**src/rtl/driver_complex_multiplier.sv**
```systemverilog
// driver_complex_multiplier: operand source and result sink for a complex multiplier run
// Ports:
//   clk_i, sw_rst_i        clock and synchronous active-high reset
//   start_i                single-cycle run request, honoured only in IDLE or DONE
//   op_val_o/op_ready_i    operand handshake, op_data_o = {a_re, a_im, b_re, b_im} from the LFSR
//   res_val_i/res_ready_o  result handshake, res_ready_o follows the rotating ready pattern
//   busy_o, done_o         run in progress / run finished
//   error_o                sticky drain timeout
//   sent_cnt_o/recv_cnt_o  accepted operands / results
//   res_checksum_o         XOR of all accepted results
module driver_complex_multiplier #(
    parameter int unsigned DATA_WIDTH    = 8,
    parameter int unsigned NR_TRANS      = 16,
    parameter logic [31:0] LFSR_SEED     = 32'h0000_0001,
    parameter logic [7:0]  READY_PATTERN = 8'hFF,
    parameter int unsigned TIMEOUT       = 256
) (
    input  logic                            clk_i,
    input  logic                            sw_rst_i,
    input  logic                            start_i,
    output logic                            op_val_o,
    input  logic                            op_ready_i,
    output logic [4*DATA_WIDTH-1:0]         op_data_o,
    input  logic                            res_val_i,
    output logic                            res_ready_o,
    input  logic [4*DATA_WIDTH-1:0]         res_data_i,
    output logic                            busy_o,
    output logic                            done_o,
    output logic                            error_o,
    output logic [$clog2(NR_TRANS+1)-1:0]   sent_cnt_o,
    output logic [$clog2(NR_TRANS+1)-1:0]   recv_cnt_o,
    output logic [4*DATA_WIDTH-1:0]         res_checksum_o
);
    localparam int unsigned DW4 = 4 * DATA_WIDTH;
    localparam int unsigned CW  = $clog2(NR_TRANS + 1);
    localparam int unsigned TW  = $clog2(TIMEOUT + 1);
    localparam logic [CW-1:0] NR_MAX  = CW'(NR_TRANS);
    localparam logic [TW-1:0] TMO_MAX = TW'(TIMEOUT);

    typedef enum logic [1:0] {IDLE, SEND, DRAIN, DONE} state_e;

    state_e         state_q, state_d;
    logic [31:0]    lfsr_q, lfsr_d;
    logic [7:0]     pat_q, pat_d;
    logic [CW-1:0]  sent_q, sent_d, recv_q, recv_d;
    logic [DW4-1:0] sum_q, sum_d;
    logic [TW-1:0]  tmo_q, tmo_d;
    logic           err_q, err_d;
    logic           op_val_q, op_val_d, res_ready_q, res_ready_d;
    logic           busy_q, busy_d, done_q, done_d;
    logic           op_xfer, res_xfer;

    assign op_xfer  = op_val_q && op_ready_i;
    assign res_xfer = res_val_i && res_ready_q;

    always_comb begin
        state_d = state_q;
        lfsr_d  = lfsr_q;
        pat_d   = pat_q;
        sent_d  = sent_q;
        recv_d  = recv_q;
        sum_d   = sum_q;
        tmo_d   = tmo_q;
        err_d   = err_q;
        case (state_q)
            IDLE, DONE: begin
                if (start_i) begin
                    state_d = SEND;
                    lfsr_d  = LFSR_SEED;
                    pat_d   = READY_PATTERN;
                    sent_d  = '0;
                    recv_d  = '0;
                    sum_d   = '0;
                    tmo_d   = '0;
                    err_d   = 1'b0;
                end
            end
            default: begin
                pat_d = {pat_q[0], pat_q[7:1]};
                if (res_xfer) begin
                    recv_d = (recv_q == NR_MAX) ? recv_q : recv_q + 1'b1;
                    sum_d  = sum_q ^ res_data_i;
                end
                if (state_q == SEND) begin
                    if (op_xfer) begin
                        sent_d = sent_q + 1'b1;
                        lfsr_d = {1'b0, lfsr_q[31:1]} ^ (lfsr_q[0] ? 32'h8020_0003 : 32'h0);
                        // the final result may land on the same edge as the final operand
                        if (sent_d == NR_MAX) state_d = (recv_d == NR_MAX) ? DONE : DRAIN;
                    end
                end else if (recv_d == NR_MAX) begin
                    state_d = DONE;
                end else begin
                    tmo_d = res_xfer ? '0 : tmo_q + 1'b1;
                    if (tmo_d == TMO_MAX) begin
                        err_d   = 1'b1;
                        state_d = DONE;
                    end
                end
            end
        endcase
        // outputs are computed from next state so every port comes straight from a flop
        busy_d      = (state_d == SEND) || (state_d == DRAIN);
        done_d      = state_d == DONE;
        op_val_d    = state_d == SEND;
        res_ready_d = busy_d && pat_d[0];
    end

    always_ff @(posedge clk_i) begin
        if (sw_rst_i) begin
            state_q     <= IDLE;
            lfsr_q      <= LFSR_SEED;
            pat_q       <= READY_PATTERN;
            sent_q      <= '0;
            recv_q      <= '0;
            sum_q       <= '0;
            tmo_q       <= '0;
            err_q       <= 1'b0;
            op_val_q    <= 1'b0;
            res_ready_q <= 1'b0;
            busy_q      <= 1'b0;
            done_q      <= 1'b0;
        end else begin
            state_q     <= state_d;
            lfsr_q      <= lfsr_d;
            pat_q       <= pat_d;
            sent_q      <= sent_d;
            recv_q      <= recv_d;
            sum_q       <= sum_d;
            tmo_q       <= tmo_d;
            err_q       <= err_d;
            op_val_q    <= op_val_d;
            res_ready_q <= res_ready_d;
            busy_q      <= busy_d;
            done_q      <= done_d;
        end
    end

    assign op_val_o       = op_val_q;
    assign op_data_o      = lfsr_q[DW4-1:0];
    assign res_ready_o    = res_ready_q;
    assign busy_o         = busy_q;
    assign done_o         = done_q;
    assign error_o        = err_q;
    assign sent_cnt_o     = sent_q;
    assign recv_cnt_o     = recv_q;
    assign res_checksum_o = sum_q;
endmodule
```
**config.mk**
```make
export PLATFORM = sky130hd
export DESIGN_NAME = driver_complex_multiplier
export DESIGN_NICKNAME = d
export VERILOG_FILES = /design/src/rtl/driver_complex_multiplier.sv
export SDC_FILE = /design/constraint.sdc
export NUM_CORES = 1
export LEC_CHECK = 0
export ABC_AREA = 1
export BUFFER_PORTS_ARGS = -buffer_cell sky130_fd_sc_hd__buf_2
export CELL_PAD_IN_SITES_DETAIL_PLACEMENT = 1
export CELL_PAD_IN_SITES_GLOBAL_PLACEMENT = 2
export CORE_MARGIN = 3
export CORE_UTILIZATION = 29
export DETAILED_ROUTE_END_ITERATION = 8
export PLACE_DENSITY = 0.78
export SYNTH_ARGS = -nofsm -noshare
export SYNTH_HDL_FRONTEND = slang
export SYNTH_SLANG_ARGS = --single-unit
export TNS_END_PERCENT = 1
```
**constraint.sdc**
```tcl
create_clock -name clk_i -period 2.5 [get_ports clk_i]
set_clock_uncertainty 0.15 [all_clocks]
set_input_delay 0.375 -clock clk_i [delete_from_list [all_inputs] [get_ports clk_i]]
set_output_delay 0.375 -clock clk_i [all_outputs]
set_load 0.02 [all_outputs]
```
# Word-level counts from Yosys, hierarchy flattened
# Cells that the tools add are included.
# op_classes
n_addsub,3
bitwise,2
reduce_logical,14
muxes,36
n_eq_ne,12
# op_table
op,count
$mux W32,8
$mux W9,5
$mux W5,8
$xor A31 B32 Y32,1
$xor A32 B32 Y32,1
$mux W8,2
$eq A5 B5 Y1 const B,3
$mux W2,7
$add A5 B1 Y5 const B,2
$add A9 B1 Y9 const B,1
$eq A9 B9 Y1 const B,1
$reduce_bool A2 Y1,4
$eq A2 B2 Y1 const B,3
$mux W1,6
$reduce_and A3 Y1,2
$eq A2 B1 Y1 const B,2
$ne A2 B1 Y1 const B,2
$reduce_and A4 Y1,1
$logic_and A1 B1 Y1,3
$logic_not A2 Y1,1
$ne A2 B2 Y1 const B,1
$reduce_and A2 Y1,1
$reduce_or A2 Y1,1
$logic_or A1 B1 Y1,1
# totals
inputBits,37
out_inout_bits,79
word_cells,80
ff_bits,98

# Longest topological paths before layout
# logic_depth
word_depth,13
mapped_depth,17
mapped_depth_nobuf,17

# Worst setup path before layout
# No wires, ideal clock.
# synth_timing
path_kind,reg2reg
start,reg recv_q[0] (netlist: recv_cnt_o[0])
end,reg res_ready_q (netlist: res_ready_o)
setup_time_ns,0.078
period_less_slack_ns,2.401
t_required_ns,2.272
path_stages_with_launch,15
path_buffers,0
slack_ns,0.099
arrival_time_ns,2.173
cell_sequence,dfxtp_1 -> inv_1 -> ha_1 -> o21ai_2 -> nand3_2 -> nor2_4 -> nand2_2 -> nand2_1 -> nand2_1 -> nand2_1 -> nand2_2 -> nand2_2 -> inv_2 -> ha_1 -> nor3_1
# synth_via
word_cells_on_any_way,16
cone_classes,1 x add/sub; 4 x eq/ne; 9 x mux; 2 x reduce/logical
# synth_lines
item,line,source
"start, declared",45,"logic [CW-1:0] sent_q, sent_d, recv_q, recv_d;"
"start signal, assigned",128,recv_q <= recv_d;
$add A5 B1 Y5 or $eq A5 B5 Y1 (tied branches),81,recv_d = (recv_q == NR_MAX) ? recv_q : recv_q + 1'b1;
$mux W5,81,
$mux W5 (*),80,if (res_xfer) begin
$mux W5 (*),65,case (state_q)
$eq A5 B5 Y1 (*),91,end else if (recv_d == NR_MAX) begin
$mux W2 (*),91,
$mux W2 (*),84,if (state_q == SEND) begin
$mux W2 (*),65,
net state_d[1],42,"state_e state_q, state_d;"
$eq A2 B1 Y1 or $eq A2 B2 Y1 (tied branches),103,busy_d = (state_d == SEND) || (state_d == DRAIN);
$logic_or A1 B1 Y1 (*),103,
$logic_and A1 B1 Y1 (*),106,res_ready_d = busy_d && pat_d[0];
"end signal, assigned",133,res_ready_q <= res_ready_d;
"end, declared",49,"logic op_val_q, op_val_d, res_ready_q, res_ready_d;"
# The timed path passes the listed nets; every way through them passes the cells marked *. The select of a mux whose other input is x is not followed.
# A chain may end at the register's enable or synchronous reset.

# Worst setup path in the final report
# Ends and elaborated chain as after synthesis.

==> flow_summary.yaml <==
cells_and_area:
  multi_input_area_um2: 2074
  diodes: 0
  seqCellArea_um2: 1969
  area_delta_synth_final_pct: 25.24
  nets: 747
  drive_gt1_frac: 0.2705
  fill_cells: 1848
status:
  status: "completed"
critical_path:
  worst_setup_path_end_kind: "register"
  crit_fanout: 6
  startpoint_type: "register"
  cpPeakStageDelay_ns: 0.38
  crit_type: "register to register"
  crit_chain: "inv_1 -> ha_1 -> o21ai_2 -> nand3_2 -> nor2_4 -> nand2_2 -> nand2_1 -> nand2_1 -> nand2_1 -> nand2_2 -> nand2_2 -> inv_2 -> ha_1 -> nor3_1"
  crit_required_ns: 2.62
  cp_slowest_cell: "dfxtp_2"
  arrival_ns: 2.44
global_route:
  grt_pass1_vias: 4090
  antenna_found_initial: 0
  grt_pass1_wl_mm: 20.19
  grt_max_degree: 55
  grt.overflow.total: 0
  grt_util_all_layers: 0.1494
timing:
  max_clock_freq_mhz: 431.2
  period_share: 0.9277
  layout_setup_ws_ns: 0.1808
  slew_violations: 0
  final.setup.tns_ns: 0
  worstMarginPinSlew_ns: 0.6634
  setup_violations: 0
  grt_setup_unrepaired: "no"
  finalHoldViolCount: 0
  min_period_ns: 2.319
  slew-limit-headroom: 0.5578
floorplanning:
  die_y_um: 128.7
  dieArea_um2: 16570
  core_um2: 14640
  rows: 44
  die_w_um: 128.7
  design.portCount: 116
  initial_core_util: 0.2982
detailed_routing:
  drt-initial-drc-count: 131
  ant_nets: 0
  first_pass_iters: 4
  totalWireLength_mm: 12.44
  highest_layer: "met4"
  wl_met1_mm: 6.021
  wl_per_cell_um: 13.98
  drc: 0
  viasPerCell: 4.612
  dr_wl_met3_um: 578
  vias: 4105
  route.met2.wl_mm: 5.656
placed_design:
  io_buffers: 115
  place_ws_ns: 0.09875
  post-dp-hpwl_mm: 8.857
  place_congestion: 0.7942
clocking:
  clk_pin_slew_ns: 0.07
  cts_root_buffer: "clkbuf_16"
  clkLatencyLatePin_ns: 0.35
  numClockSinks: 98
  cts_buffer_depth: 2
  cts_tree: "built"
  cts_buffers: 9
  h-tree-depth: 3
  cts_setup_buffers: 0
power_and_ir_drop:
  switching_share: 0.2942
  p_sw_uw: 1033
  ir_drop_mv: 0.3475
  p_comb_frac: 0.133
  leakage_uw: 0.002512
  powerDensity_nw_per_um2: 642.2
  internal-power_uw: 2479
  p_clk_frac: 0.401
  pwr-share-seq: 0.466
  power_uw: 3512
flow_run:
  maxCapViolCount: 0
synthesis:
  synthDistinctLibCells: 35
  synth_area_leaders: "dfxtp_1, nand2_1, a21oi_1"
  synth-edff-count: 0
  syn_area_um2: 4367
  synth_largest_area_cell: "dfxtp_1"
  synthFlopType: "dfxtp_1"
  synth_fp_nets: 636
  synthCells: 590
  async_flop_share: 0
  yosysWarnings: 0
  yosys-top-cells-count: "nand2_1, dfxtp_1, a21oi_1, nor2_1, inv_1"
  synth-seq-cells: 98
  synth_most_common_cell: "nand2_1"
  syn_avg_cell_area_um2: 7.401
  synth-seq-area-share: 0.4493
  synth_top_area_share: 0.4493
min_path:
  min_path_type: "input pin to register"
-- area by class of cell --
| class | instances | share of cell area |
|---|---|---|
| tap | 184 | 0.04210 |
| clock buffer | 10 | 0.04370 |
| multi-input combinational | 409 | 0.3793 |
| clock inverter | 6 | 0.01030 |
| inverter | 57 | 0.03958 |
| timing repair buffer | 126 | 0.1249 |
| sequential | 98 | 0.3601 |
-- routing by layer --
layer  up-vias  GRT usage
met1      1887     0.2017
li1       2118          -
met5         -          0
met4         0    0.05559
met3        12    0.02657
met2        88     0.2390
-- timing repair --
| action | in CTS | in global routing |
|---|---|---|
| resized for setup | 0 | 10 |
| endpoints found under the setup margin | 0 | 3 |
| hold buffers | 0 | 0 |
-- worst paths after layout --
check                     start                 end  slack [ns]  cells after the start
max reg2reg       recv_cnt_o[0]         res_ready_o        0.18                     14
max               recv_cnt_o[0]         res_ready_o        0.18                     14
min reg2reg  res_checksum_o[12]  res_checksum_o[12]        0.30                      1
min              res_data_i[18]  res_checksum_o[18]        0.17                      4
-- through the flow --
step / hold slack (ns) / cell area (um2) / instances / util
floorplan: 0.2944 / 4367 / 590 / -
global placement: 0.2761 / 5149 / 874 / 0.3516
detailed placement: 0.2879 / 5149 / 874 / 0.3516
CTS: 0.1553 / 5444 / 890 / 0.3718
global route: 0.1799 / 5469 / 890 / 0.3735
finish: 0.1669 / 5469 / 890 / 0.3735
-- worst max-delay path: cells and delay by family, from the launching register on --
kind / cells / cell delay [ns]
buffers and inverters: 2 / 0.10
AND/OR/NAND/NOR: 9 / 0.84
AO/OA/AOI/OAI: 1 / 0.17
flip-flops: 1 / 0.38
adder cells (fa/ha/maj): 2 / 0.59
-- logic make-up (layout without fill, tap and decap cells) --
| kind of cell | count (synthesis) | in the layout | share of synthesized area |
|---|---|---|---|
| AO/OA/AOI/OAI | 120 | 120 | 0.1496 |
| buffers and inverters | 83 | 199 | 0.07966 |
| AND/OR/NAND/NOR | 265 | 265 | 0.2639 |
| flip-flops | 98 | 98 | 0.4493 |
| adder cells (fa/ha/maj) | 9 | 9 | 0.02579 |
| XOR/XNOR | 15 | 15 | 0.03181 |
-- power groups by stage --
stage          clock (uW)  combinational [uW]  sequential [uW]
5_1_grt              1520                 528             1650
6_report             1410                 466             1640
4_1_cts              1450                 477             1640
3_5_place_dp            0                 475             1670
2_1_floorplan           0                 277             1710
3_3_place_gp            0                 465             1670
-- registers in the layout, indices dropped and copies added (netlist names) --
register and cells:
busy_o 1, done_o 1, error_o 1, op_data_o 32, op_val_o 1, pat_q 8
recv_cnt_o 5, res_checksum_o 32, res_ready_o 1, sent_cnt_o 5, state_q 2, tmo_q 9
-- cells in the final DEF (no fill, tap or decap), types with 11 or more instances in the layout --
cell     netlist  routed
xor2_1        13      13
buf_2          6     115
nand3_1       20      20
inv_1         49      49
nand2_1      159     159
nand4_1       11      11
dfxtp_1       98      92
a21oi_1       75      75
nor2_1        50      49
o21ai_0       23      23
nand2_2       11      11
Note: power is estimated with default switching activity, not from simulation.
